File: src/rtl/vga_timing_gen.sv
// vga_timing_gen
//   Raster timing generator for the VGA output path. It keeps a horizontal
//   pixel counter (hc) and a vertical line counter (vc) and decodes sync,
//   blank and start pulses from them.
//
//   DrawX/DrawY come straight from the counter flops. Every other output is
//   decoded from the *next* counter value and then registered, so all
//   outputs change on the same rising edge and describe the same pixel.
//   Sprite blocks can therefore sample DrawX/DrawY/blank on the falling edge
//   and rely on them being stable for a full vga_clk period.
//
// Ports
//   vga_clk      in   pixel clock, all state on the rising edge
//   reset_n      in   asynchronous active-low reset
//   hs, vs       out  registered sync outputs (active level HS_POL/VS_POL)
//   blank        out  1 = visible pixel
//   DrawX, DrawY out  current column / line
//   line_start   out  1-cycle pulse while DrawX == 0
//   frame_start  out  1-cycle pulse while DrawX == 0 and DrawY == 0
//   frame_count  out  frames started since reset, wraps 255 -> 0
module vga_timing_gen #(
  parameter int H_VISIBLE = 640,
  parameter int H_FRONT   = 16,
  parameter int H_SYNC    = 96,
  parameter int H_BACK    = 48,
  parameter int V_VISIBLE = 480,
  parameter int V_FRONT   = 10,
  parameter int V_SYNC    = 2,
  parameter int V_BACK    = 33,
  parameter bit HS_POL    = 1'b0,
  parameter bit VS_POL    = 1'b0
) (
  input  logic       vga_clk,
  input  logic       reset_n,
  output logic       hs,
  output logic       vs,
  output logic       blank,
  output logic [9:0] DrawX,
  output logic [9:0] DrawY,
  output logic       line_start,
  output logic       frame_start,
  output logic [7:0] frame_count
);

  localparam int H_TOTAL = H_VISIBLE + H_FRONT + H_SYNC + H_BACK;
  localparam int V_TOTAL = V_VISIBLE + V_FRONT + V_SYNC + V_BACK;

  // Decode boundaries, pre-sized to the counter width.
  localparam logic [9:0] H_LAST     = 10'(H_TOTAL - 1);
  localparam logic [9:0] V_LAST     = 10'(V_TOTAL - 1);
  localparam logic [9:0] H_VIS_END  = 10'(H_VISIBLE);
  localparam logic [9:0] V_VIS_END  = 10'(V_VISIBLE);
  localparam logic [9:0] HS_BEGIN   = 10'(H_VISIBLE + H_FRONT);
  localparam logic [9:0] HS_END     = 10'(H_VISIBLE + H_FRONT + H_SYNC);
  localparam logic [9:0] VS_BEGIN   = 10'(V_VISIBLE + V_FRONT);
  localparam logic [9:0] VS_END     = 10'(V_VISIBLE + V_FRONT + V_SYNC);

  // Registered decode bundle; updated together so there is no skew.
  typedef struct packed {
    logic blank;
    logic hs;
    logic vs;
    logic line_start;
    logic frame_start;
  } raster_t;

  // Reset describes the last pixel of the frame, so the first edge after
  // release lands naturally on (0,0) with the frame pulses.
  localparam raster_t RASTER_RST = '{
    blank:       1'b0,
    hs:          ~HS_POL,
    vs:          ~VS_POL,
    line_start:  1'b0,
    frame_start: 1'b0
  };

  logic [9:0] hc, vc;
  logic [9:0] hc_nxt, vc_nxt;
  logic       h_wrap;
  raster_t    rst_q, rst_nxt;
  logic [7:0] fc_q;

  // ---------------------------------------------------------------------
  // Next-state counters
  // ---------------------------------------------------------------------
  always_comb begin
    h_wrap = (hc == H_LAST);
    hc_nxt = h_wrap ? 10'd0 : hc + 10'd1;
    vc_nxt = vc;
    if (h_wrap)
      vc_nxt = (vc == V_LAST) ? 10'd0 : vc + 10'd1;
  end

  // ---------------------------------------------------------------------
  // Decode of the position the counters move to on this edge
  // ---------------------------------------------------------------------
  always_comb begin
    rst_nxt             = RASTER_RST;
    rst_nxt.blank       = (hc_nxt < H_VIS_END) && (vc_nxt < V_VIS_END);
    rst_nxt.hs          = ((hc_nxt >= HS_BEGIN) && (hc_nxt < HS_END))
                          ? HS_POL : ~HS_POL;
    // vs covers every pixel of the sync lines, independent of hc.
    rst_nxt.vs          = ((vc_nxt >= VS_BEGIN) && (vc_nxt < VS_END))
                          ? VS_POL : ~VS_POL;
    rst_nxt.line_start  = (hc_nxt == 10'd0);
    rst_nxt.frame_start = (hc_nxt == 10'd0) && (vc_nxt == 10'd0);
  end

  // ---------------------------------------------------------------------
  // State
  // ---------------------------------------------------------------------
  always_ff @(posedge vga_clk or negedge reset_n) begin
    if (!reset_n) begin
      hc    <= H_LAST;
      vc    <= V_LAST;
      rst_q <= RASTER_RST;
      fc_q  <= 8'd0;
    end else begin
      hc    <= hc_nxt;
      vc    <= vc_nxt;
      rst_q <= rst_nxt;
      // Counts on the same edge that raises frame_start; wraps naturally.
      if (rst_nxt.frame_start)
        fc_q <= fc_q + 8'd1;
    end
  end

  assign DrawX       = hc;
  assign DrawY       = vc;
  assign blank       = rst_q.blank;
  assign hs          = rst_q.hs;
  assign vs          = rst_q.vs;
  assign line_start  = rst_q.line_start;
  assign frame_start = rst_q.frame_start;
  assign frame_count = fc_q;

endmodule

File: config.mk
export PLATFORM = sky130hd
export DESIGN_NAME = vga_timing_gen
export DESIGN_NICKNAME = d
export VERILOG_FILES = /design/src/rtl/vga_timing_gen.sv
export SDC_FILE = /design/constraint.sdc
export NUM_CORES = 1
export LEC_CHECK = 0
export CORE_UTILIZATION = 50
export CTS_BUF_LIST = sky130_fd_sc_hd__clkbuf_8
export DETAILED_ROUTE_END_ITERATION = 16
export HOLD_SLACK_MARGIN = 0.1
export PLACE_DENSITY = 0.77
export SYNTH_ARGS = -nofsm -noshare
export SYNTH_HDL_FRONTEND = slang
export SYNTH_SLANG_ARGS = --single-unit
File: constraint.sdc
create_clock -name vga_clk -period 4.5 [get_ports vga_clk]
set_clock_uncertainty 0.1 [all_clocks]
set_input_delay 0.675 -clock vga_clk [delete_from_list [all_inputs] [get_ports vga_clk]]
set_output_delay 0.675 -clock vga_clk [all_outputs]
set_load 0.01 [all_outputs]
# After elaboration in Yosys (flattened, before gate mapping)
# Cells that the tools add are included.
# classes
addsub	3
magnitude_cmp	6
n_eq_ne	2
n_mux	5
reduce_logical	6
# ops
cell	count
10-bit 2-to-1 mux	3
10-bit by 1-bit adder with 10-bit output, second input constant	2
10-bit == test, second input constant	2
10-bit logical NOT	2
10-bit less-than comparator, second input constant	2
10-bit by 9-bit less-than comparator with 1-bit output, second input constant	2
10-bit >= comparator, second input constant	1
10-bit by 9-bit >= comparator with 1-bit output, second input constant	1
8-bit by 1-bit adder with 8-bit output, second input constant	1
1-bit logical AND	4
1-bit 2-to-1 mux	2
# totals
register_bits	33
input_bits	2
output_inout_bits	33
elab_cells	30

# Depth between registers and ports, before layout
# logic_depth
ltp_word	6
ltp_mapped	11
mapped_depth_nobuf	10

# Worst setup path after synthesis
# OpenSTA, ideal clock, no wires.
# synth_timing
path_kind	register -> register
startpoint	reg hc[0], in the netlist DrawX[0]
endpoint	reg fc_q[1], in the netlist frame_count[1]
setup_ns	0.127
arrival_ns	2.479
required_time_ns	4.273
path_slack_ns	1.794
stages_incl_launch_ff	11
n_path_buf	2
synth_period_minus_slack_ns	2.706
path_cell_list	dfstp_2 > ha_1 > and4_1 > buf_2 > nand4_1 > nor3_1 > mux2i_1 > and4_1 > and3_1 > buf_4 > mux2_1
# synth_between
elab_chain_len	4
word_cells_on_any_way	7
classes_between	add/sub (1); eq/ne (1); mux (2); reduce/logical (3)
# synth_lines
element	line	text
start, declared	77	logic [9:0] hc, vc;
start signal, assigned	119	hc <= hc_nxt;
10-bit by 1-bit adder with 10-bit output / 10-bit == test (equally long branches)	88, 87	
10-bit 2-to-1 mux (on tied branches)	88, 90	
10-bit logical NOT	106	rst_nxt.frame_start = (hc_nxt == 10'd0) && (vc_nxt == 10'd0);
1-bit logical AND (*)	106	
end signal, assigned	124	fc_q <= fc_q + 8'd1;
end, declared	81	logic [7:0] fc_q;
# Mark *: on every way between the ends. The rest lies on a longest branch, timed or not.
# A chain may end at the register's enable or synchronous reset.

# Worst setup path in the final report
# Same ends and word-level chain as after synthesis.

==> impl_metrics.yaml <==
floorplan:
  core_area_um2: 3420
  start_util: 0.533
  rows: 21
  die_area_um2: 3890
  die_w_um: 62.3
  die_h_um: 62.3
  ioPinCount: 35
worst_setup_path:
  start_kind: "flop"
  cp.arrival_ns: 3.11
  worstPathMaxFanout: 14
  crit_type: "flop to flop"
  end_kind: "flop"
  required_ns: 4.57
sta:
  post-route-period-util: 0.675
  setup_viol: 0
  fmax_mhz: 329
  setup_tns_ns: 0
  slew_viol_final: 0
  relSlewSlack: 0.634
  rsz0062_at_grt: "false"
  tightest_slew_ns: 0.535
  hold_viol: 0
  finalWorstSetupSlack_ns: 1.46
  period_needed_ns: 3.04
min_path:
  min_path_type: "flop to flop"
synthesis:
  synth_cells: 183
  ys_ff_latch: 33
  yosys_most_used_dff: "dfrtp_1"
  syn_area_um2: 1820
  syn_nets: 189
  synth_cell_type_count: 46
  synthArstFlopShare: 1.00
  seq_area_frac_synth: 0.462
  yosysWarnings: 0
  syn_area_per_cell_um2: 9.95
  synth_edf_count: 0
clock_tree:
  post_cts_resized: 0
  hold_buffers: 0
  clkSinkCount: 33
  clkSlewWorstSetupHoldPaths_ns: 0.07
  post_cts_buffers: 0
  cts_made_buffers: 5
  cts-htree-levels: 2
  cts_buffer_depth: 2
  tritoncts: "yes"
  clk_latency_ns: 0.28
  clockRootBuffer: "clkbuf_8"
global_route:
  antenna_found_initial: 0
  grt_max_degree: 34
  grt_pass1_vias: 1462
  grt-ovfl-total: 0
  grt_usage: 0.230
  grt_pass1_wl_um: 6970
detailed_routing:
  wirelength_um: 4070
  antenna_left: 0
  drt_iter0_drc: 70
  wl_per_cell_um: 15.4
  via_per_inst: 5.61
  vias: 1480
  first_pass_iters: 4
  drcViolationCount: 0
finish:
  diodes: 0
  area_delta_synth_final_pct: 24.3
  final_util: 0.662
  fillers: 273
  layout-drive-gt1-share: 0.138
  nNetsFinal: 223
  fin_area_um2: 2260
placement:
  hpwlAfterDp_um: 2930
  place_ws_ns: 1.49
  placed_area_um2: 2180
  globalplace.congestion: 0.933
  portBuffers: 34
power_and_ir_drop:
  powerDensity_nw_per_um2: 228
  p_leak_nw: 0.959
  vdd_drop_max_v: 0.000152
run_status:
  status: "finished clean"
run:
  maxCapViolCount: 0
-- final timing paths --
kind | start | to | slack [ns] | cells after the start
worst max-delay path | DrawX[0] | frame_count[1] | 1.46 | 8
worst min-delay path | frame_count[7] | frame_count[7] | 0.40 | 1
worst max register to register | DrawX[0] | frame_count[1] | 1.46 | 8
worst min register to register | frame_count[7] | frame_count[7] | 0.40 | 1
max in group asynchronous | reset_n | DrawX[9] | 3.29 | 2
min in group asynchronous | reset_n | DrawY[0] | 0.68 | 2
-- per-layer routing --
layer,vias up,track usage,wire length [µm],part of all wire
met5,-,0,0,0
met4,0,0.0843,55,0.014
met3,6,0.0570,167,0.041
met2,39,0.386,2000,0.49
met1,714,0.288,1850,0.45
li1,721,-,-,-
-- stage by stage --
step | hold WS [ns] | power, mW | instances
after floorplan | 0.279 | 0.302 | 183
after global placement | 0.365 | 0.309 | 256
after detailed placement | 0.390 | 0.310 | 256
after CTS | 0.402 | 0.520 | 264
after global routing | 0.425 | 0.533 | 264
final | 0.400 | 0.515 | 264
-- cells in the final DEF, fill, tap and decap left out, types with 9 or more instances in the layout --
| master | Yosys | final |
|---|---|---|
| inv_1 | 8 | 9 |
| nand4_1 | 9 | 9 |
| nand2_1 | 12 | 12 |
| dfrtp_1 | 21 | 21 |
| nor2_1 | 11 | 11 |
| xor2_1 | 10 | 10 |
| dfstp_2 | 12 | 12 |
| xnor2_1 | 14 | 14 |
| nand3_1 | 18 | 18 |
| clkdlybuf4s50_1 | 0 | 34 |
-- sequential cells by signal, indices dropped and copies added, names as in the netlist --
| name | flops |
|---|---|
| DrawX | 10 |
| DrawY | 10 |
| frame_count | 8 |
| blank | 1 |
| frame_start | 1 |
| hs | 1 |
| line_start | 1 |
| vs | 1 |
-- Yosys cell counts, types with 2 or more instances --
cell type  number  share of area
a21oi_1         2         0.0055
nor2b_1         2         0.0069
o21ai_1         6          0.016
nor2_1         11          0.023
xnor2_1        14          0.067
and3_1          4          0.014
nand4_1         9          0.031
or3_1           2         0.0069
buf_2           4          0.011
dfrtp_1        21           0.29
nand3b_1        2         0.0082
nor3_1          6          0.016
xor2_1         10          0.048
nand3_1        18          0.049
nand2_1        12          0.025
and4_1          6          0.029
or2_2           2         0.0069
inv_1           8          0.016
dfstp_2        12           0.17
o21ai_0         3         0.0082
ha_1            4          0.027
-- kinds of logic (layout without fill, tap and decap cells) --
family,after synthesis,in the layout,synth area share
adder cells (fa/ha/maj),4,4,0.0275
buffers and inverters,16,51,0.0419
AO/OA/AOI/OAI,23,23,0.0928
flip-flops,33,33,0.462
XOR/XNOR,24,24,0.115
AND/OR/NAND/NOR,81,81,0.249
multiplexers,2,2,0.0117
-- worst max-delay path, stage by stage (launching register included) --
cell,delay (ns)
dfstp_2,0.56
ha_1,0.23
and4_1,0.33
and3_1,0.49
o21ai_1,0.15
a21oi_2,0.17
and4_1,0.19
and3_1,0.34
mux2_1,0.35
-- cell type report --
type | instances | area (µm²) | area share
Multi-Input combinational cell | 134 | 903 | 0.399
Sequential cell | 33 | 841 | 0.372
Timing Repair Buffer | 35 | 348 | 0.154
Clock buffer | 5 | 68.8 | 0.0304
Tap cell | 46 | 57.6 | 0.0254
Inverter | 8 | 30.0 | 0.0133
Clock inverter | 3 | 13.8 | 0.00608
-- report_power, final --
| part | switching, mW | internal (mW) |
|---|---|---|
| Combinational | 0.00540 | 0.00132 |
| Sequential | 0 | 0.297 |
| Clock | 0.106 | 0.105 |
| Total | 0.112 | 0.403 |
Power figures use the tool's default switching activity.
